<file path="src/rtl/wb_arbiter.sv">
// Register-file write-port arbiter: merges W-stage writes with buffered multi-cycle results.
// A 2-entry FIFO holds results; starvation forces a one-cycle pipeline stall to drain one.
module wb_arbiter #(
  parameter int D_WIDTH      = 32,
  parameter int A_WIDTH      = 5,
  parameter int STARVE_LIMIT = 4
) (
  input  logic               clk,
  input  logic               rst,
  input  logic               reg_write_w_i,
  input  logic [A_WIDTH-1:0] rd_w_i,
  input  logic [D_WIDTH-1:0] result_w_i,
  input  logic               md_valid_i,
  output logic               md_ready_o,
  input  logic [A_WIDTH-1:0] md_rd_i,
  input  logic [D_WIDTH-1:0] md_data_i,
  output logic               we3_o,
  output logic [A_WIDTH-1:0] a3_o,
  output logic [D_WIDTH-1:0] wd3_o,
  output logic               stall_o,
  output logic               md_pending_o
);

  localparam int CW = $clog2(STARVE_LIMIT) + 1;
  localparam logic [CW-1:0] STARVE_MAX = CW'(STARVE_LIMIT - 1);

  typedef enum logic {NORMAL, FORCE} state_e;

  state_e             state_q, state_d;
  logic [A_WIDTH-1:0] rd_mem_q   [2];
  logic [D_WIDTH-1:0] data_mem_q [2];
  logic               rd_ptr_q, rd_ptr_d;
  logic               wr_ptr_q, wr_ptr_d;
  logic [1:0]         count_q, count_d;
  logic [CW-1:0]      starve_q, starve_d;
  logic               pipe_req, fifo_nonempty, enq, pop;

  assign fifo_nonempty = (count_q != 2'd0);
  assign md_ready_o    = (count_q < 2'd2);
  assign md_pending_o  = fifo_nonempty;
  assign stall_o       = (state_q == FORCE);
  assign pipe_req      = reg_write_w_i && (rd_w_i != '0);
  assign enq           = md_valid_i && md_ready_o && (md_rd_i != '0);

  always_comb begin
    pop   = 1'b0;
    we3_o = 1'b0;
    a3_o  = '0;
    wd3_o = '0;
    // Writes are suppressed while reset is asserted so buffered results never reach the file.
    if (!rst) begin
      if (state_q == FORCE) begin
        if (fifo_nonempty) begin
          pop   = 1'b1;
          we3_o = 1'b1;
          a3_o  = rd_mem_q[rd_ptr_q];
          wd3_o = data_mem_q[rd_ptr_q];
        end
      end else if (pipe_req) begin
        we3_o = 1'b1;
        a3_o  = rd_w_i;
        wd3_o = result_w_i;
      end else if (fifo_nonempty) begin
        pop   = 1'b1;
        we3_o = 1'b1;
        a3_o  = rd_mem_q[rd_ptr_q];
        wd3_o = data_mem_q[rd_ptr_q];
      end
    end
  end

  always_comb begin
    count_d  = count_q + 2'(enq) - 2'(pop);
    wr_ptr_d = wr_ptr_q ^ enq;
    rd_ptr_d = rd_ptr_q ^ pop;
    state_d  = state_q;
    starve_d = '0;
    // A blocked non-empty FIFO counts up; hitting the limit schedules a single forced drain.
    if (state_q == FORCE) begin
      state_d = NORMAL;
    end else if (fifo_nonempty && !pop) begin
      if (starve_q == STARVE_MAX) begin
        state_d = FORCE;
      end else begin
        starve_d = starve_q + CW'(1);
      end
    end
  end

  always_ff @(posedge clk) begin
    if (rst) begin
      state_q  <= NORMAL;
      count_q  <= 2'd0;
      rd_ptr_q <= 1'b0;
      wr_ptr_q <= 1'b0;
      starve_q <= '0;
    end else begin
      state_q  <= state_d;
      count_q  <= count_d;
      rd_ptr_q <= rd_ptr_d;
      wr_ptr_q <= wr_ptr_d;
      starve_q <= starve_d;
      if (enq) begin
        rd_mem_q[wr_ptr_q]   <= md_rd_i;
        data_mem_q[wr_ptr_q] <= md_data_i;
      end
    end
  end

endmodule

</file>
<file path="config.mk">
export PLATFORM = sky130hd
export DESIGN_NAME = wb_arbiter
export DESIGN_NICKNAME = d
export VERILOG_FILES = /design/src/rtl/wb_arbiter.sv
export SDC_FILE = /design/constraint.sdc
export NUM_CORES = 1
export LEC_CHECK = 0
export CORE_MARGIN = 5
export CORE_UTILIZATION = 30
export DETAILED_ROUTE_END_ITERATION = 7
export GPL_TIMING_DRIVEN = 0
export PLACE_DENSITY = 0.54
export REMOVE_ABC_BUFFERS = 1
export SYNTH_ARGS = -nofsm -noshare
export SYNTH_HDL_FRONTEND = slang
export SYNTH_SLANG_ARGS = --single-unit
</file>
<file path="constraint.sdc">
create_clock -name clk -period 4.4 [get_ports clk]
set_input_delay 0.44 -clock clk [delete_from_list [all_inputs] [get_ports clk]]
set_output_delay 0.44 -clock clk [all_outputs]
set_load 0.01 [all_outputs]
</file>
==> metrics.md, run 1 <==
| Metric | Value |
|---|---|
| Run status | `completed` |
| Setup Fix Bufs, Post-CTS | `0` |
| Die area | `about 0.015 sq mm` |
| I/O Buffers | `118` |
| Share of cells above drive strength 1 | `16.91%` |
| Mux contribution to synthesized area | `11.35%` |
| Max Root-Sink Buffers | `2` |
| Die Wd | `120.5 um` |
| Worst-margin pin slew | `1318 ps` |
| Synth Area in Compound Gates | `6.630%` |
| Area after DPL | `around 0.005 sq mm` |
| Grt ovf | `0` |
| Pre-CTS setup slack | `574.4 ps` |
| Pwr Density | `449.3 mW/mm^2` |
| Number of cells upsized or downsized after cts | `0` |
| Clock sinks | `82` |
| Post-route setup slack | `604.9 ps` |
| Int Power | `1690 uW` |
| Cell Area, Synth | `0.003661 sq mm` |
| Multi-input combinational cell area | `0.001181 sq mm` |
| Worst min path class | `reg -> reg` |
| Net Sw Power | `699.2 uW` |
| Number of flops mapped to enable cells by yosys | `74` |
| Max transition margin | `12.15%` |
| First-pass iteration count of the detailed router | `4` |
| Final GP Congestion | `about 0.70` |
| Req. time, crit path | `roughly 4000 ps` |
| Worst-Skew Late Latency | `330 ps` |
| Top achievable clock speed | `0.2635 GHz` |
| Synth Area in Simple Gates | `11.62%` |
| Dominant synthesized flop cell | `edfxtp_1` |
| Max Clock Skew | `5.018 ps` |
| VDD IR max | `0.0002425 V` |
| Max Fanout on Critical Path | `37` |
| Seq/Total Area, Yosys | `65.07%` |
| Largest net degree at the start of global routing | `between 40 and 50` |
| Commonest cells after routing, fill and taps aside | `117 x clkdlybuf4s50_1, 74 x edfxtp_1, 39 x a21oi_1` |
| FP Rows | `40` |
| Avg Cell Area, Syn | `12.80 sq um` |
| First-pass GRT wire length | `approximately 14000 um` |
| Post-Synth XOR/XNOR Area | `0.7177%` |
| Clk pwr share | `27.7%` |
| Detail-routed via count per cell | `about 4.8` |
| Final number of max-transition violations | `0` |
| DP Wirelength | `6118 um` |
| CP Class | `in -> out` |
| Seq cells post-synth | `82` |
| DRT iter0 DRCs | `98` |
| Async SR Flop Fraction | `0%` |
| Most common cell after layout, fill and taps aside | `clkdlybuf4s50_1` |
| Yosys warns | `0` |
| Critical path capture point type | `output port` |
| Number of top-level pins | `~120` |
| Die H | `120.5 um` |
| Reg area | `about 0.0024 sq mm` |
| Core Region | `0.01201 sq mm` |
| CTS tree | `done` |
| CTS H-tree depth | `3` |
| Fin area | `0.005316 sq mm` |
| Switching share of power | `29.27%` |
| Min Tclk post-route | `3795 ps` |
| CTS Root Buffer Type | `clkbuf_16` |
| Post-synthesis adder-cell area fraction | `1.367%` |
| Largest family of logic cells by synthesized area | `simple AND/OR/NAND/NOR gates` |
| Final Hold Vio Count | `0` |
| Comb pwr share | `30.6%` |
| Critical path arrival | `3360 ps` |
| Sequential share of power | `41.6%` |
| Ant. Diodes | `0` |
| CTS Buf Count | `9` |
| Syn-to-layout area delta | `45.22%` |
| RSZ-0062 raised after global routing | `false` |
| Leak pwr | `0.001796 uW` |
| Per-cell routed wire length | `16.07 um` |
| Total track usage | `approximately an eighth` |
| DR vias | `between 2000 and 3000` |
| Initial antenna violation count | `0` |
| Synth cell types | `30` |
| Crit start category | `input pin` |
| # fillers | `1185` |
| Vias in the first global route | `roughly 2800` |
| Final net count | `~490` |
| Worst-path clk slew | `~60 ps` |
| DRC viols | `0` |
| Final wirelength | `a little under 9000 um` |
| Maxcap violations | `0` |
| Setup-failing EPs final | `0` |
| Cell count after synthesis | `roughly 290` |
| Starting Density | `between 30 and 40%` |
| Final Cycle Share | `86.25%` |
| Final ANT Viol Nets | `0` |
| Cts hold-fix bufs | `0` |
worst max-delay path: stages:
cell	delay [ps]
clkdlybuf4s50_1	440
nor3_2	370
a21o_1	1070
nand3_1	240
a21oi_1	220
clkdlybuf4s50_1	560
registers in the layout (all words and copies together), names as in the netlist:
signal and count:
count_q 2, starve_q 3, wr_ptr_q 1, rd_mem_q 10
stall_o 1, rd_ptr_q 1, data_mem_q 64
kinds of logic (layout without fill, tap and decap cells):
kind of cell / Yosys count / after routing
and+or+nand+nor: 91 / 91
DFF: 82 / 82
AOI/OAI and AO/OA: 44 / 44
muxes: 37 / 37
buffers and inverters: 25 / 147
adders and majority gates: 4 / 4
xor gates and xnor gates: 3 / 3
synth_stat cells (all sizes together), types with 2 or more instances:
master  count  area (sq um)
a21oi      40         200.2
nor3        3         20.02
nand3      36         180.2
inv         5         18.76
clkbuf      8         30.03
nor2        8         30.03
ha          4         50.05
xor2        2         17.52
buf        12         70.07
nand2      36         135.1
dfxtp       8         160.2
mux2       36         405.4
edfxtp     74          2222
area by class of cell:
type / count / share of cell area, %
well taps: 147 / 3.460
clock inverters: 7 / 0.6825
clock buffers: 9 / 4.236
repair buffers: 126 / 24.22
multi-input cells: 179 / 22.22
inverters: 5 / 0.3530
flip-flops and latches: 82 / 44.83
metal layers:
layer / vias to the layer above / GRT usage, % / wire length (um)
met5: - / 0 / 0
met4: 0 / 4.887 / 107
met3: 8 / 3.040 / 487
met2: 78 / 20.85 / 4346
met1: 1271 / 15.82 / 3979
li1: 1288 / - / -
stage by stage:
stage | util [%] | instances | hold slack (ps) | total power (uW) | setup TNS [ps]
2_1_floorplan | - | 266 | 399.2 | 1401 | 0
3_3_place_gp | 41.01 | 531 | 406.7 | 1735 | -226790
3_5_place_dp | 42.08 | 539 | 426.1 | 1751 | 0
4_1_cts | 44.26 | 555 | 434.4 | 2422 | 0
5_1_grt | 44.26 | 555 | 462.6 | 2529 | 0
6_report | 44.26 | 555 | 436.4 | 2389 | 0
worst paths after layout:
kind,startpoint,endpoint,slack (ps),depth (start not counted)
worst max-delay path,rd_w_i[4],wd3_o[18],600,6
worst min-delay path,starve_q[0],starve_q[0],440,1
worst max register to register,stall_o,count_q[0],2310,7
worst min register to register,starve_q[0],starve_q[0],440,1
power groups by stage:
stage,Combinational [uW],Sequential (uW),Clock (uW)
detailed placement,739,1010,0
finish,732,995,662
floorplan,381,1020,0
global placement,685,1050,0
global route,807,1000,717
CTS,745,997,680
(Power assumes the default switching activity.)
==> inputs of run 2 (changes only) <==
REMOVE_ABC_BUFFERS = not set   (was 1)
==> metrics.md, run 2 (same netlist as run 1, synthesis figures left out) <==
| Metric | Value |
|---|---|
| Run status | `completed` |
| Crit-path cells | `clkdlybuf4s50_1 -> nor3_2 -> a21o_1 -> buf_4 -> buf_2 -> nand3_1 -> a21oi_1 -> clkdlybuf4s50_1` |
| Worst-path clk slew | `60 ps (about the same)` |
| Number of cells upsized or downsized after cts | `0 (unchanged)` |
| Setup-failing EPs final | `0 (unchanged)` |
| Slowest stage delay, CP | `560 ps (-510 ps)` |
| CP Class | `in -> out` |
| Commonest cells after routing, fill and taps aside | `118 x clkdlybuf4s50_1, 74 x edfxtp_1, 40 x a21oi_1` |
| Ant. Diodes | `0 (unchanged)` |
| CTS tree | `done` |
| Critical path arrival | `2600 ps (-760 ps)` |
| Worst-Skew Late Latency | `330 ps (about the same)` |
| Number of top-level pins | `119 (unchanged)` |
| Initial antenna violation count | `0 (unchanged)` |
| DRC viols | `0 (unchanged)` |
| Cts hold-fix bufs | `0 (unchanged)` |
| Vias in the first global route | `2910 (+2.8%)` |
| M1 WL | `4276 um (+7.5%)` |
| Share of cells above drive strength 1 | `17.61% (+0.69 points)` |
| Fin area | `0.005436 sq mm (+2.3%)` |
| Final Hold Vio Count | `0 (unchanged)` |
| Die area | `0.01451 sq mm (unchanged)` |
| Mapped Nets | `368` |
| FP Rows | `40 (unchanged)` |
| DR vias | `2698 (+2.0%)` |
| Max Clock Skew | `3.780 ps (-1.237 ps)` |
| Detail-routed via count per cell | `4.709 (-1.2%)` |
| VDD IR max | `0.0002086 V (-14%)` |
| Min Tclk post-route | `3044 ps (-751.3 ps)` |
| Top achievable clock speed | `0.3285 GHz (+25%)` |
| Max Root-Sink Buffers | `2 (unchanged)` |
| Die Wd | `120.5 um (unchanged)` |
| Maxcap violations | `0 (unchanged)` |
| I/O Buffers | `118 (unchanged)` |
| Final number of max-transition violations | `0 (unchanged)` |
| First-pass iteration count of the detailed router | `4 (unchanged)` |
| Metal2 WL | `4836 um (+11%)` |
| Area after DPL | `0.005104 sq mm (+0.97%)` |
| CTS H-tree depth | `3 (unchanged)` |
| Most frequent CP cell | `clkdlybuf4s50_1` |
| Per-cell routed wire length | `16.83 um (+4.7%)` |
| Metal3 WL | `443 um (-9.0%)` |
| Final net count | `503 (+3.7%)` |
| Final Cycle Share | `69.18% (-17 points)` |
| Max reg flops | `64 (unchanged)` |
| Req. time, crit path | `3960 ps (about the same)` |
| Worst-margin pin slew | `740.3 ps (-577.5 ps)` |
| Setup Fix Bufs, Post-CTS | `0 (unchanged)` |
| Largest registers | `data_mem_q: 64 flops, rd_mem_q: 10 flops, starve_q: 3 flops` |
| Largest Register | `data_mem_q` |
| Critical path capture point type | `output port` |
| Starting Density | `30.48% (unchanged)` |
| Final wirelength | `9643 um (+8.1%)` |
| RSZ-0062 raised after global routing | `false` |
| Most common cell after layout, fill and taps aside | `clkdlybuf4s50_1` |
| DRT iter0 DRCs | `108 (+10%)` |
| Top sig layer | `met4` |
| Grt ovf | `0 (unchanged)` |
| Setup TNS | `0 ps (unchanged)` |
| DP Wirelength | `6842 um (+12%)` |
| Final ANT Viol Nets | `0 (unchanged)` |
| Worst min path class | `reg -> reg` |
| Max transition margin | `50.43% (+38 points)` |
| Leak pwr | `0.001872 uW (+4.2%)` |
| Largest net degree at the start of global routing | `14 (-71%)` |
| First-pass GRT wire length | `15280 um (+6.6%)` |
| Clock sinks | `82 (unchanged)` |
| Core Region | `0.01201 sq mm (unchanged)` |
| Total track usage | `13.73% (+1.2 points)` |
| Final GP Congestion | `0.7214 (+2.4%)` |
| CTS Root Buffer Type | `clkbuf_16` |
| Die H | `120.5 um (unchanged)` |
| Syn-to-layout area delta | `48.50%` |
| Crit start category | `input pin` |
| Pwr Density | `476.1 mW/mm^2 (+6.0%)` |
| Max Fanout on Critical Path | `10 (-73%)` |
| Slowest cell on the critical path | `clkdlybuf4s50_1` |
| CTS Buf Count | `9 (unchanged)` |
[run 2: changes by cell type in the layout (fill, tap and decap cells not counted), sizes merged]
| cell | previous run | this run |
|---|---|---|
| buf | 9 | 18 |
| bufinv | 0 | 3 |
| clkbuf | 9 | 17 |
| clkdlybuf4s50 | 117 | 118 |
| clkinv | 6 | 4 |
| clkinvlp | 1 | 0 |
[run 2: final timing paths]
check / from / slack, ps / end / cells past startpoint
setup / recovery: rd_w_i[4] / 1360 / wd3_o[17] / 8
hold reg to reg: starve_q[0] / 430 / starve_q[0] / 1
setup reg to reg: stall_o / 2140 / count_q[1] / 9
hold / removal: starve_q[0] / 430 / starve_q[0] / 1
[run 2: layout make-up]
class / count / area [sq um]
Sequential cell: 82 / 2382
Buffer: 20 / 100.1
Clock inverter: 7 / 107.6
Multi-Input combinational cell: 179 / 1170
Inverter: 5 / 18.77
Timing Repair Buffer: 124 / 1249
Clock buffer: 9 / 225.2
Tap cell: 147 / 183.9
Fill cell: 1182 / 6575
[run 2: critical path: cells and delay by family]
kind	cells	cell delay [ps]
buffers and inverters	4	1410
AND/OR/NAND/NOR	2	420
AO/OA/AOI/OAI	2	330
[run 2: per-layer routing]
metal,vias to the layer above,track usage (%)
met5,-,0
met4,0,5.524
met3,8,2.947
met2,72,23.05
met1,1291,17.21
li1,1327,-
[run 2: power breakdown]
part / switching [uW] / leakage, uW / internal [uW]
clock network: 288 / 0.000164 / 548
logic: 399 / 0.000965 / 379
registers: 25.1 / 0.000743 / 949
[run 2: per-stage QoR]
step	total power (uW)	hold slack [ps]	setup slack, ps	instances	utilization (%)
2_1_floorplan	1434	399.2	493.5	286	-
3_3_place_gp	1766	408.0	-1948	551	41.84
3_5_place_dp	1783	425.4	1309	557	42.49
4_1_cts	2631	433.5	1308	573	45.26
5_1_grt	2733	448.2	1194	573	45.26
6_report	2588	428.8	1356	573	45.26
